$ cat src/rtl/rv32i_encode.sv
// RV32I instruction encoder: op index + operands -> 32-bit machine word tagged with its imem address.
// Latency 1 (accept to out_valid); 2-entry output buffer, in_ready = buffer not full (registered only).
module rv32i_encode #(
    parameter logic [31:0] BASE_ADDR = 32'h0000_0000,
    parameter int          ERR_CNT_W = 8
) (
    input  logic                 clk,
    input  logic                 rst_n,
    input  logic                 in_valid,
    output logic                 in_ready,
    input  logic [5:0]           in_op,
    input  logic [4:0]           in_rd,
    input  logic [4:0]           in_rs1,
    input  logic [4:0]           in_rs2,
    input  logic [31:0]          in_imm,
    output logic                 out_valid,
    input  logic                 out_ready,
    output logic [31:0]          out_word,
    output logic [31:0]          out_addr,
    output logic                 out_err,
    output logic [ERR_CNT_W-1:0] err_count
);

    localparam logic [6:0] OPC_LUI    = 7'b0110111;
    localparam logic [6:0] OPC_AUIPC  = 7'b0010111;
    localparam logic [6:0] OPC_JAL    = 7'b1101111;
    localparam logic [6:0] OPC_JALR   = 7'b1100111;
    localparam logic [6:0] OPC_BRANCH = 7'b1100011;
    localparam logic [6:0] OPC_LOAD   = 7'b0000011;
    localparam logic [6:0] OPC_STORE  = 7'b0100011;
    localparam logic [6:0] OPC_OPIMM  = 7'b0010011;
    localparam logic [6:0] OPC_OP     = 7'b0110011;

    localparam logic [2:0] FMT_U   = 3'd0;
    localparam logic [2:0] FMT_J   = 3'd1;
    localparam logic [2:0] FMT_I   = 3'd2;
    localparam logic [2:0] FMT_B   = 3'd3;
    localparam logic [2:0] FMT_S   = 3'd4;
    localparam logic [2:0] FMT_SH  = 3'd5;
    localparam logic [2:0] FMT_R   = 3'd6;
    localparam logic [2:0] FMT_BAD = 3'd7;

    typedef struct packed {
        logic [31:0] word;
        logic [31:0] addr;
        logic        err;
    } entry_t;

    logic [2:0]  fmt;
    logic [6:0]  opc;
    logic [2:0]  f3;
    logic [6:0]  f7;
    logic [31:0] enc_word;
    logic        enc_err;

    // Sign-extension checks: upper bits must all equal the sign bit of the field.
    logic i_ok, b_ok, j_ok, sh_ok, u_ok;
    assign i_ok  = (&in_imm[31:11]) | ~(|in_imm[31:11]);
    assign b_ok  = ((&in_imm[31:12]) | ~(|in_imm[31:12])) & ~in_imm[0];
    assign j_ok  = ((&in_imm[31:20]) | ~(|in_imm[31:20])) & ~in_imm[0];
    assign sh_ok = ~(|in_imm[31:5]);
    assign u_ok  = ~(|in_imm[11:0]);

    always_comb begin
        fmt = FMT_BAD;
        opc = 7'd0;
        f3  = 3'd0;
        f7  = 7'd0;
        case (in_op)
            6'd0:  begin fmt = FMT_U;  opc = OPC_LUI;                end
            6'd1:  begin fmt = FMT_U;  opc = OPC_AUIPC;              end
            6'd2:  begin fmt = FMT_J;  opc = OPC_JAL;                end
            6'd3:  begin fmt = FMT_I;  opc = OPC_JALR;   f3 = 3'd0;  end
            6'd4:  begin fmt = FMT_B;  opc = OPC_BRANCH; f3 = 3'd0;  end
            6'd5:  begin fmt = FMT_B;  opc = OPC_BRANCH; f3 = 3'd1;  end
            6'd6:  begin fmt = FMT_B;  opc = OPC_BRANCH; f3 = 3'd4;  end
            6'd7:  begin fmt = FMT_B;  opc = OPC_BRANCH; f3 = 3'd5;  end
            6'd8:  begin fmt = FMT_B;  opc = OPC_BRANCH; f3 = 3'd6;  end
            6'd9:  begin fmt = FMT_B;  opc = OPC_BRANCH; f3 = 3'd7;  end
            6'd10: begin fmt = FMT_I;  opc = OPC_LOAD;   f3 = 3'd0;  end
            6'd11: begin fmt = FMT_I;  opc = OPC_LOAD;   f3 = 3'd1;  end
            6'd12: begin fmt = FMT_I;  opc = OPC_LOAD;   f3 = 3'd2;  end
            6'd13: begin fmt = FMT_I;  opc = OPC_LOAD;   f3 = 3'd4;  end
            6'd14: begin fmt = FMT_I;  opc = OPC_LOAD;   f3 = 3'd5;  end
            6'd15: begin fmt = FMT_S;  opc = OPC_STORE;  f3 = 3'd0;  end
            6'd16: begin fmt = FMT_S;  opc = OPC_STORE;  f3 = 3'd1;  end
            6'd17: begin fmt = FMT_S;  opc = OPC_STORE;  f3 = 3'd2;  end
            6'd18: begin fmt = FMT_I;  opc = OPC_OPIMM;  f3 = 3'd0;  end
            6'd19: begin fmt = FMT_I;  opc = OPC_OPIMM;  f3 = 3'd2;  end
            6'd20: begin fmt = FMT_I;  opc = OPC_OPIMM;  f3 = 3'd3;  end
            6'd21: begin fmt = FMT_I;  opc = OPC_OPIMM;  f3 = 3'd4;  end
            6'd22: begin fmt = FMT_I;  opc = OPC_OPIMM;  f3 = 3'd6;  end
            6'd23: begin fmt = FMT_I;  opc = OPC_OPIMM;  f3 = 3'd7;  end
            6'd24: begin fmt = FMT_SH; opc = OPC_OPIMM;  f3 = 3'd1;  end
            6'd25: begin fmt = FMT_SH; opc = OPC_OPIMM;  f3 = 3'd5;  end
            6'd26: begin fmt = FMT_SH; opc = OPC_OPIMM;  f3 = 3'd5;  f7 = 7'h20; end
            6'd27: begin fmt = FMT_R;  opc = OPC_OP;     f3 = 3'd0;  end
            6'd28: begin fmt = FMT_R;  opc = OPC_OP;     f3 = 3'd0;  f7 = 7'h20; end
            6'd29: begin fmt = FMT_R;  opc = OPC_OP;     f3 = 3'd1;  end
            6'd30: begin fmt = FMT_R;  opc = OPC_OP;     f3 = 3'd2;  end
            6'd31: begin fmt = FMT_R;  opc = OPC_OP;     f3 = 3'd3;  end
            6'd32: begin fmt = FMT_R;  opc = OPC_OP;     f3 = 3'd4;  end
            6'd33: begin fmt = FMT_R;  opc = OPC_OP;     f3 = 3'd5;  end
            6'd34: begin fmt = FMT_R;  opc = OPC_OP;     f3 = 3'd5;  f7 = 7'h20; end
            6'd35: begin fmt = FMT_R;  opc = OPC_OP;     f3 = 3'd6;  end
            6'd36: begin fmt = FMT_R;  opc = OPC_OP;     f3 = 3'd7;  end
            default: fmt = FMT_BAD;
        endcase
    end

    always_comb begin
        enc_word = 32'd0;
        enc_err  = 1'b0;
        case (fmt)
            FMT_U:  begin enc_word = {in_imm[31:12], in_rd, opc}; enc_err = ~u_ok; end
            FMT_J:  begin
                enc_word = {in_imm[20], in_imm[10:1], in_imm[11], in_imm[19:12], in_rd, opc};
                enc_err  = ~j_ok;
            end
            FMT_I:  begin enc_word = {in_imm[11:0], in_rs1, f3, in_rd, opc}; enc_err = ~i_ok; end
            FMT_B:  begin
                enc_word = {in_imm[12], in_imm[10:5], in_rs2, in_rs1, f3, in_imm[4:1], in_imm[11], opc};
                enc_err  = ~b_ok;
            end
            FMT_S:  begin enc_word = {in_imm[11:5], in_rs2, in_rs1, f3, in_imm[4:0], opc}; enc_err = ~i_ok; end
            FMT_SH: begin enc_word = {f7, in_imm[4:0], in_rs1, f3, in_rd, opc}; enc_err = ~sh_ok; end
            FMT_R:  enc_word = {f7, in_rs2, in_rs1, f3, in_rd, opc};
            default: enc_err = 1'b1;
        endcase
        if (enc_err) begin
            enc_word = 32'd0;
        end
    end

    entry_t      buf_q [2];
    logic [1:0]  count_q;
    logic        wr_ptr_q;
    logic        rd_ptr_q;
    logic [31:0] addr_q;
    logic        push;
    logic        pop;

    assign in_ready  = (count_q != 2'd2);
    assign out_valid = (count_q != 2'd0);
    assign push      = in_valid && in_ready;
    assign pop       = out_valid && out_ready;
    assign out_word  = buf_q[rd_ptr_q].word;
    assign out_addr  = buf_q[rd_ptr_q].addr;
    assign out_err   = buf_q[rd_ptr_q].err;

    always_ff @(posedge clk) begin
        if (!rst_n) begin
            for (int i = 0; i < 2; i++) begin
                buf_q[i] <= '{word: 32'd0, addr: BASE_ADDR, err: 1'b0};
            end
            count_q   <= 2'd0;
            wr_ptr_q  <= 1'b0;
            rd_ptr_q  <= 1'b0;
            addr_q    <= BASE_ADDR;
            err_count <= '0;
        end else begin
            if (push) begin
                buf_q[wr_ptr_q] <= '{word: enc_word, addr: addr_q, err: enc_err};
                wr_ptr_q        <= ~wr_ptr_q;
                addr_q          <= addr_q + 32'd4;
                if (enc_err && !(&err_count)) begin
                    err_count <= err_count + 1'b1;
                end
            end
            if (pop) begin
                rd_ptr_q <= ~rd_ptr_q;
            end
            case ({push, pop})
                2'b10:   count_q <= count_q + 2'd1;
                2'b01:   count_q <= count_q - 2'd1;
                default: count_q <= count_q;
            endcase
        end
    end

endmodule

$ cat config.mk
export PLATFORM = sky130hd
export DESIGN_NAME = rv32i_encode
export DESIGN_NICKNAME = d
export VERILOG_FILES = /design/src/rtl/rv32i_encode.sv
export SDC_FILE = /design/constraint.sdc
export NUM_CORES = 1
export LEC_CHECK = 0
export CORE_MARGIN = 4
export CORE_UTILIZATION = 37
export DETAILED_ROUTE_END_ITERATION = 16
export GPL_TIMING_DRIVEN = 0
export PLACE_DENSITY_LB_ADDON = 0.12
export SLEW_MARGIN = 20
export SYNTH_ARGS = -nofsm -noshare
export SYNTH_HDL_FRONTEND = slang
export SYNTH_SLANG_ARGS = --single-unit
$ cat constraint.sdc
create_clock -name clk -period 6.2 [get_ports clk]
set_input_delay 1.24 -clock clk [delete_from_list [all_inputs] [get_ports clk]]
set_output_delay 1.24 -clock clk [all_outputs]
set_load 0.01 [all_outputs]
==> run_results.csv, run 1 <==
group,metric,value,unit
finish,drive_above_1_share,14.49,%
finish,final_cell_mix,"clkdlybuf4s50_1 (129), edfxtp_1 (124), nor2_1 (103), mux2_2 (62), and2_1 (61)",
finish,multi_input_area,3400,sq um
finish,nFillCells,1980,
timing,period_needed,4.155,ns
timing,worst_pin_slew,0.8131,ns
clock_network,numCtsBuffers,17,
outcome,status,"finished, final reports clean",
setup_path,cpPeakStageDelay,0.63,ns
placement,dpl.hpwl,16.97,mm
global_route,gr-total-overflow,0,
clock_network,clock_sinks,167,
min_path,holdCritStartpoint,"err_count[5]",
timing,skew,0.01289,ns
setup_path,cp_top_family,"buffers and inverters",
finish,syn_to_final_growth,28.70,%
floorplanning,pin_count,132,
clock_network,post_cts_buffers,0,
logic_synthesis,ys_dominant_reg_cell,"edfxtp_1",
setup_path,r2r_slack,3.64,ns
global_route,grt_pass1_vias,6505,
timing,fmax,240.7,MHz
placement,routabilityCongestion,0.9081,
setup_path,cpMostUsedCell,"clkbuf_1",
logic_synthesis,synthTopCellsByArea,"edfxtp_1 (45%), dfxtp_1 (10%), mux2_2 (8.5%)",
timing,finalSetupViolCount,0,
setup_path,worstPathRequired,4.96,ns
logic_synthesis,netlist.area_leader.share,45.26,%
placement,place_ws,1.884,ns
global_route,globalRouteTotalUtil,19.04,%
drt,antenna_left,0,
clock_network,cts_resized,0,
finish,antenna_cells,0,
power,ir_worst_vdd,191.8,uV
setup_path,r2r_start,"count_q[0]",
setup_path,critPathBufInv,4,
drt,wl_per_cell,19.65,microns
timing,setup_tns,0,ns
clock_network,clk_latency,0.43,ns
timing,setup_slack,2.045,ns
logic_synthesis,synth_area_leader_cell,"edfxtp_1",
floorplanning,dieArea,24680,sq um
drt,routed_wl,23.27,mm
clock_network,cts_tree,"built",
clock_network,htreeDepth,4,
setup_path,worstPathArrival,2.92,ns
finish,seq_area,4584,sq um
power,cellPowerDensity,319.5,nW/um^2
drt,vias,6313,
clock_network,clk_pin_slew,0.07,ns
setup_path,crit_path_end_kind,"output port",
job,maxCapViolCount,0,
timing,holdWs,0.4949,ns
drt,drt_pass1_iterations,5,
floorplanning,design.core.area,21820,sq um
logic_synthesis,synth_edf_count,124,
setup_path,crit_slowest_cell,"clkbuf_1",
global_route,antenna_found_initial,0,
timing,relSlewSlack,45.46,%
finish,utilization,48.52,%
finish,mostFrequentLayoutCell,"clkdlybuf4s50_1",
drt,first_iter_violations,463,
floorplanning,start_util,37.70,%
setup_path,crit_chain,"clkbuf_1 -> clkbuf_1 -> mux2_2 -> buf_4 -> clkdlybuf4s50_1",
clock_network,root_buffer,"clkbuf_16",
drt,vias_per_cell,5.332,
timing,rsz0062_at_grt,"no",
logic_synthesis,postSynthRegisterBits,167,
drt,drc,0,
finish,final_nets,951,
floorplanning,rows,54,
logic_synthesis,ys_seq_area_share,55.73,%
clock_network,max-clock-path-buffers,2,
logic_synthesis,netlist_area,8227,sq um
min_path,min_path_type,"reg -> reg",
placement,io_buffers,129,
logic_synthesis,syn_area_per_cell,11.15,sq um
setup_path,worstSetupPathType,"reg -> out",
global_route,grt_pass1_wl,36.14,mm
floorplanning,die_y,157.1,microns
setup_path,crit_path_start_kind,"flip-flop",
floorplanning,die_w,157.1,microns
setup_path,crit_fanout,10,
logic_synthesis,syn-instance-count,738,
power,leakage,0.003769,uW
logic_synthesis,ys_async_sr_fraction,0,%
clock_network,ctsHoldBuffers,0,
timing,maxSlewViolCount,0,
logic_synthesis,ys_warn_count,0,
logic_synthesis,yosys.cell_types.count,67,
global_route,grt_max_degree,46,
timing,period_share,67.02,%
timing,finalHoldViolations,0,
[state kept, by name (all words and copies together), names as in the netlist, named ones only]
register	cells
addr_q	30
wr_ptr_q	1
buf_q	124
err_count	8
count_q	2
rd_ptr_q	1
[synthesized netlist by cell type, types with 3 or more instances]
library cell  instances
a21oi_1              29
inv_1                11
ha_1                  3
edfxtp_1            124
dfxtp_1              43
nor4_1                9
o21ai_0              14
o22ai_1               3
nor3_1               12
nand3_1              15
clkbuf_1             23
a222oi_1              5
buf_2                11
mux2i_1               4
xor2_1               19
nand2_1              39
a211oi_1              3
or4_1                 3
mux2_2               62
or3_1                 7
and2_1               61
o21ai_1               4
nand2b_1              8
a221oi_1              3
o31ai_1               5
buf_4                 7
nand4_1              15
buf_1                 4
nor2_1              103
and3_1               11
nor4_2                5
nor2b_1               6
a22oi_1              15
xnor2_1              13
[logic make-up after synthesis]
family	Yosys count	share of synthesized area, %
AND/OR/NAND/NOR	309	19.73
flip-flops	167	55.73
AO/OA/AOI/OAI	102	8.441
multiplexers	66	8.973
buffers and inverters	58	3.224
XOR/XNOR	32	3.407
adder cells (fa/ha/maj)	3	0.4563
other	1	0.04558
[worst register-to-register path, delay by kind of cell, from the launching register on]
kind,cells,cell delay (ns)
DFF,1,0.40
buffers and inverters,3,0.80
and+or+nand+nor,4,1.23
[area by class of cell]
class | count | share of cell area [%]
plain buffers | 46 | 2.080
clock buffers | 20 | 4.219
clock inverters | 12 | 1.324
inverters | 12 | 0.4254
multi-input cells | 514 | 32.11
flip-flops and latches | 167 | 43.30
well taps | 280 | 3.309
repair buffers | 133 | 13.24
[stage by stage]
stage	instance area, sq um	std cells	power, uW
6_report	10590	1184	3382
2_1_floorplan	8230	739	1867
4_1_cts	10590	1184	3428
3_3_place_gp	9872	1148	2332
3_5_place_dp	10000	1152	2367
5_1_grt	10590	1184	3539
[where the power goes]
group	switching, uW	leakage, uW	internal (uW)
sequential	39.3	0.00167	1320
clock	446	0.000273	610
combinational	471	0.00183	494
[metal layers]
metal | global-route usage (%) | part of all wire [%] | vias up
li1 | - | - | 2992
met3 | 3.684 | 6.1 | 35
met5 | 0 | 0 | -
met1 | 24.60 | 44 | 3072
met4 | 6.964 | 2.4 | 0
met2 | 31.95 | 48 | 214
[final timing paths]
kind,cells past startpoint,end
max,5,out_word[1]
min,2,err_count[5]
max reg2reg,7,buf_q[0][40]
min reg2reg,2,err_count[5]
Power figures use the tool's default switching activity.
==> run 2: changes to the inputs <==
clock period = 4.3 ns   (was 6.2 ns; I/O delays follow)
==> run 2 against run 1 <==
Compared with the run above:
- routed wire length down 1.3%
- worst hold slack worse by 0.0069 ns
- final cell count unchanged
==> run_results.csv, run 2 (synthesized netlist as in run 1, its figures left out) <==
group,metric,value,unit
outcome,status,"finished, final reports clean",
finish,syn_to_final_growth,28.62,%
power,ir_worst_vdd,281.9,uV
placement,io_buffers,129,
finish,regMostFlops,"buf_q",
setup_path,worstPathRequired,3.44,ns
global_route,gr-total-overflow,0,
floorplanning,dieArea,24680,sq um
drt,drc,0,
timing,finalHoldViolations,0,
floorplanning,die_y,157.1,microns
floorplanning,design.core.area,21820,sq um
min_path,holdPathStages,2,
finish,antenna_cells,0,
power,netSwitchingPower,1400,uW
drt,drt_pass1_iterations,6,
clock_network,ctsHoldBuffers,0,
setup_path,crit_path_end_kind,"output port",
finish,multi_input_area,3400,sq um
clock_network,root_buffer,"clkbuf_16",
finish,seq_area,4584,sq um
floorplanning,start_util,37.70,%
power,cellPowerDensity,458.1,nW/um^2
drt,dr_wl_met2,11.48,mm
global_route,grt_pass1_vias,6411,
global_route,antenna_found_initial,0,
drt,vias,6300,
timing,finalSetupViolCount,0,
floorplanning,die_w,157.1,microns
power,clockPowerShare,30.9,%
placement,routabilityCongestion,0.8628,
finish,final_cell_mix,"clkdlybuf4s50_1 (129), edfxtp_1 (124), nor2_1 (103), mux2_2 (62), and2_1 (61)",
drt,antenna_left,0,
clock_network,numCtsBuffers,17,
timing,worst_pin_slew,0.8670,ns
clock_network,clk_pin_slew,0.07,ns
timing,fmax,278.6,MHz
power,p_comb_share,28.6,%
drt,wl_per_cell,19.40,microns
clock_network,clk_latency,0.43,ns
global_route,grt_max_degree,48,
clock_network,cts_resized,0,
finish,nFillCells,2015,
power,p_sw_share,28.88,%
drt,first_iter_violations,431,
drt,routed_wl,22.97,mm
min_path,min_path_type,"reg -> reg",
finish,reg.largest.list,"buf_q (124), addr_q (30), err_count (8)",
placement,place_area,10000,sq um
drt,route.met3.wl,1.610,mm
clock_network,cts_tree,"built",
timing,period_share,83.47,%
timing,relSlewSlack,42.20,%
clock_network,htreeDepth,4,
power,intPower,3448,uW
floorplanning,pin_count,132,
timing,period_needed,3.589,ns
power,total_power,4848,uW
global_route,grt_pass1_wl,35.71,mm
global_route,globalRouteTotalUtil,18.87,%
clock_network,max-clock-path-buffers,2,
timing,skew,0.01172,ns
job,maxCapViolCount,0,
finish,final_nets,951,
timing,maxSlewViolCount,0,
setup_path,worstPathArrival,2.73,ns
timing,rsz0062_at_grt,"no",
finish,mostFrequentLayoutCell,"clkdlybuf4s50_1",
setup_path,worstRegToRegCells,7,
setup_path,worstSetupPathType,"reg -> out",
finish,stdcell_area,10580,sq um
floorplanning,rows,54,
finish,largest_reg_flops,124,
drt,highest_layer,"met4",
setup_path,crit_path_start_kind,"flip-flop",
clock_network,clock_sinks,167,
placement,dpl.hpwl,16.88,mm
drt,vias_per_cell,5.321,
setup_path,crit_fanout,10,
drt,wl_met1,9.590,mm
power,p_seq_share,40.5,%
clock_network,post_cts_buffers,0,
power,leakage,0.003787,uW
finish,drive_above_1_share,14.82,%
==> run 2: final cells by class <==
type / count / share of cell area, %
clock inverters: 14 / 1.336
plain buffers: 46 / 2.081
well taps: 280 / 3.311
flip-flops and latches: 167 / 43.33
clock buffers: 18 / 4.150
repair buffers: 133 / 13.24
multi-input cells: 514 / 32.13
inverters: 12 / 0.4257
==> run 2: power by group through the flow <==
stage	Sequential (uW)	Combinational (uW)	Clock, uW
finish	1970	1380	1500
global route	1980	1490	1610
CTS	1970	1410	1530
detailed placement	2000	1400	0
global placement	2010	1360	0
floorplan	1990	697	0
==> run 2: path summary, 6_finish.rpt <==
| path | slack (ns) | to | start |
|---|---|---|---|
| worst min register to register | 0.49 | err_count[6] | err_count[6] |
| worst min-delay path | 0.49 | err_count[6] | err_count[6] |
| worst max register to register | 1.79 | buf_q[0][50] | count_q[0] |
| worst max-delay path | 0.71 | out_word[1] | flip-flop |
==> run 2: worst max-delay path, stage by stage (launching register included) <==
cell and delay, ns:
dfxtp_1 0.30, clkbuf_1 0.36, clkbuf_1 0.60, mux2_2 0.44, buf_4 0.14, clkdlybuf4s50_1 0.46
==> run 2: routing by layer <==
layer,track usage (%),up-vias
met5,0,-
met4,5.203,0
met3,4.482,22
met2,33.26,215
met1,23.21,3069
li1,-,2994
==> run 2: metrics by stage <==
| step | hold WS [ns] | setup slack [ns] | setup TNS (ns) | std cells | utilization (%) |
|---|---|---|---|---|---|
| 2_1_floorplan | 0.4651 | 0.9889 | 0 | 739 | - |
| 3_5_place_dp | 0.4852 | 0.3491 | 0 | 1152 | 45.83 |
| 6_report | 0.4880 | 0.7109 | 0 | 1184 | 48.49 |
| 3_3_place_gp | 0.4761 | -0.8184 | -77.39 | 1148 | 45.25 |
| 4_1_cts | 0.4948 | 0.6405 | 0 | 1184 | 48.49 |
| 5_1_grt | 0.5328 | 0.5498 | 0 | 1184 | 48.49 |
==> run 3: changes to the inputs <==
clock period = 3.5 ns   (was 4.3 ns; I/O delays follow)
==> run 3 against run 2 <==
Compared with the run above:
- final cell count unchanged
- flip-flop and latch count unchanged
- power up 23%
- clock power increased by 23%
- clock skew is essentially flat
- cell area grew 0.15%
- largest power group unchanged
==> run_results.csv, run 3 (synthesized netlist as in run 1, its figures left out) <==
group,metric,value,unit
power,cellPowerDensity,562.9,nW/um^2
floorplanning,die_w,157.1,microns
clock_network,cts_tree,"built",
clock_network,htreeDepth,4,
finish,antenna_cells,0,
setup_path,worstPathRequired,2.80,ns
drt,vias,6294,
timing,period_share,94.49,%
global_route,grt_max_degree,48,
drt,drc,0,
clock_network,clk_pin_slew,0.07,ns
placement,routabilityCongestion,0.8628,
setup_path,crit_chain,"clkbuf_1 -> buf_1 -> mux2_2 -> clkdlybuf4s50_1",
floorplanning,rows,54,
outcome,status,"finished, final reports clean",
setup_path,worstPathArrival,2.61,ns
clock_network,max-clock-path-buffers,2,
placement,dp.cells,1152,
drt,antenna_left,0,
drt,first_iter_violations,435,
global_route,grt_pass1_vias,6411,
global_route,gr-total-overflow,0,
drt,routed_wl,23.00,mm
clock_network,numCtsBuffers,17,
finish,regMostFlops,"buf_q",
finish,instances_no_fill,1184,
timing,relSlewSlack,47.77,%
setup_path,crit_fanout,10,
finish,stdcell_area,10600,sq um
finish,nFillCells,2011,
floorplanning,start_util,37.70,%
finish,seq_area,4584,sq um
drt,drt_pass1_iterations,5,
timing,finalSetupViolCount,0,
finish,syn_to_final_growth,28.82,%
power,ir_worst_vdd,344.9,uV
setup_path,crit_path_end_kind,"output port",
finish,final_cell_mix,"clkdlybuf4s50_1 (129), edfxtp_1 (124), nor2_1 (103), mux2_2 (62), and2_1 (61)",
timing,rsz0062_at_grt,"no",
clock_network,root_buffer,"clkbuf_16",
timing,worst_pin_slew,0.7788,ns
finish,reg.largest.list,"buf_q (124), addr_q (30), err_count (8)",
drt,vias_per_cell,5.316,
placement,place_area,10000,sq um
floorplanning,pin_count,132,
timing,period_needed,3.307,ns
global_route,globalRouteTotalUtil,18.87,%
placement,io_buffers,129,
floorplanning,dieArea,24680,sq um
finish,final_nets,951,
drt,wl_per_cell,19.43,microns
placement,dpl.hpwl,16.88,mm
timing,finalHoldViolations,0,
clock_network,clock_sinks,167,
timing,fmax,302.4,MHz
finish,largest_reg_flops,124,
setup_path,crit_slowest_cell,"buf_1",
min_path,min_path_type,"reg -> reg",
clock_network,ctsHoldBuffers,0,
global_route,antenna_found_initial,0,
clock_network,clk_latency,0.43,ns
finish,multi_input_area,3415,sq um
floorplanning,die_y,157.1,microns
setup_path,cpPeakStageDelay,0.60,ns
finish,drive_above_1_share,15.04,%
setup_path,worstSetupPathType,"reg -> out",
floorplanning,design.core.area,21820,sq um
job,maxCapViolCount,0,
timing,maxSlewViolCount,0,
finish,mostFrequentLayoutCell,"clkdlybuf4s50_1",
timing,skew,0.01220,ns
global_route,grt_pass1_wl,35.71,mm
setup_path,crit_path_start_kind,"flip-flop",
power,leakage,0.003791,uW
-- run 3: power breakdown --
part	switching, uW	internal (uW)	total, uW
combinational	830	876	1710
sequential	70.8	2340	2420
clock	826	1020	1840
total	1730	4240	5970
-- run 3: cell type report --
type	instances	share of cell area, %
Timing Repair Buffer	133	13.22
Inverter	12	0.4250
Tap cell	280	3.306
Clock buffer	18	4.144
Buffer	46	2.090
Sequential cell	167	43.26
Multi-Input combinational cell	514	32.22
Clock inverter	14	1.334
-- run 3: worst paths after layout --
kind / slack, ns / from / to / cells after the start
hold / removal: 0.49 / err_count[6] / err_count[6] / 2
setup reg to reg: 0.98 / count_q[0] / buf_q[0][40] / 7
hold reg to reg: 0.49 / err_count[6] / err_count[6] / 2
setup / recovery: 0.19 / flip-flop / out_addr[7] / 4
-- run 3: what timing repair did --
item / CTS / global route
setup buffers: 0 / 0
resized for setup: 0 / 4
setup endpoints to repair: 0 / 18
-- run 3: worst max-delay path: cells and delay by family (launching register included) --
kind	cells	cell delay (ns)
muxes	1	0.44
DFF	1	0.30
buffers and inverters	3	1.44
-- run 3: stage by stage --
stage | hold slack, ns | util, % | setup TNS (ns) | power [uW] | worst slack [ns]
after floorplan | 0.4651 | - | 0 | 3302 | 0.3489
after global placement | 0.4761 | 45.25 | -168.50 | 4138 | -1.458
after detailed placement | 0.4852 | 45.83 | -14.70 | 4185 | -0.2909
after CTS | 0.4948 | 48.49 | 0 | 6042 | 0.0005436
after global routing | 0.5328 | 48.56 | 0 | 6248 | 0.01059
final | 0.4881 | 48.56 | 0 | 5965 | 0.1929
-- run 3: routing by layer --
layer | share of wire (%) | vias to the layer above | GRT usage (%)
met5 | 0 | - | 0
met2 | 50 | 202 | 33.26
met1 | 42 | 3063 | 23.21
li1 | - | 3001 | -
met3 | 7.1 | 28 | 4.482
met4 | 1.4 | 0 | 5.203
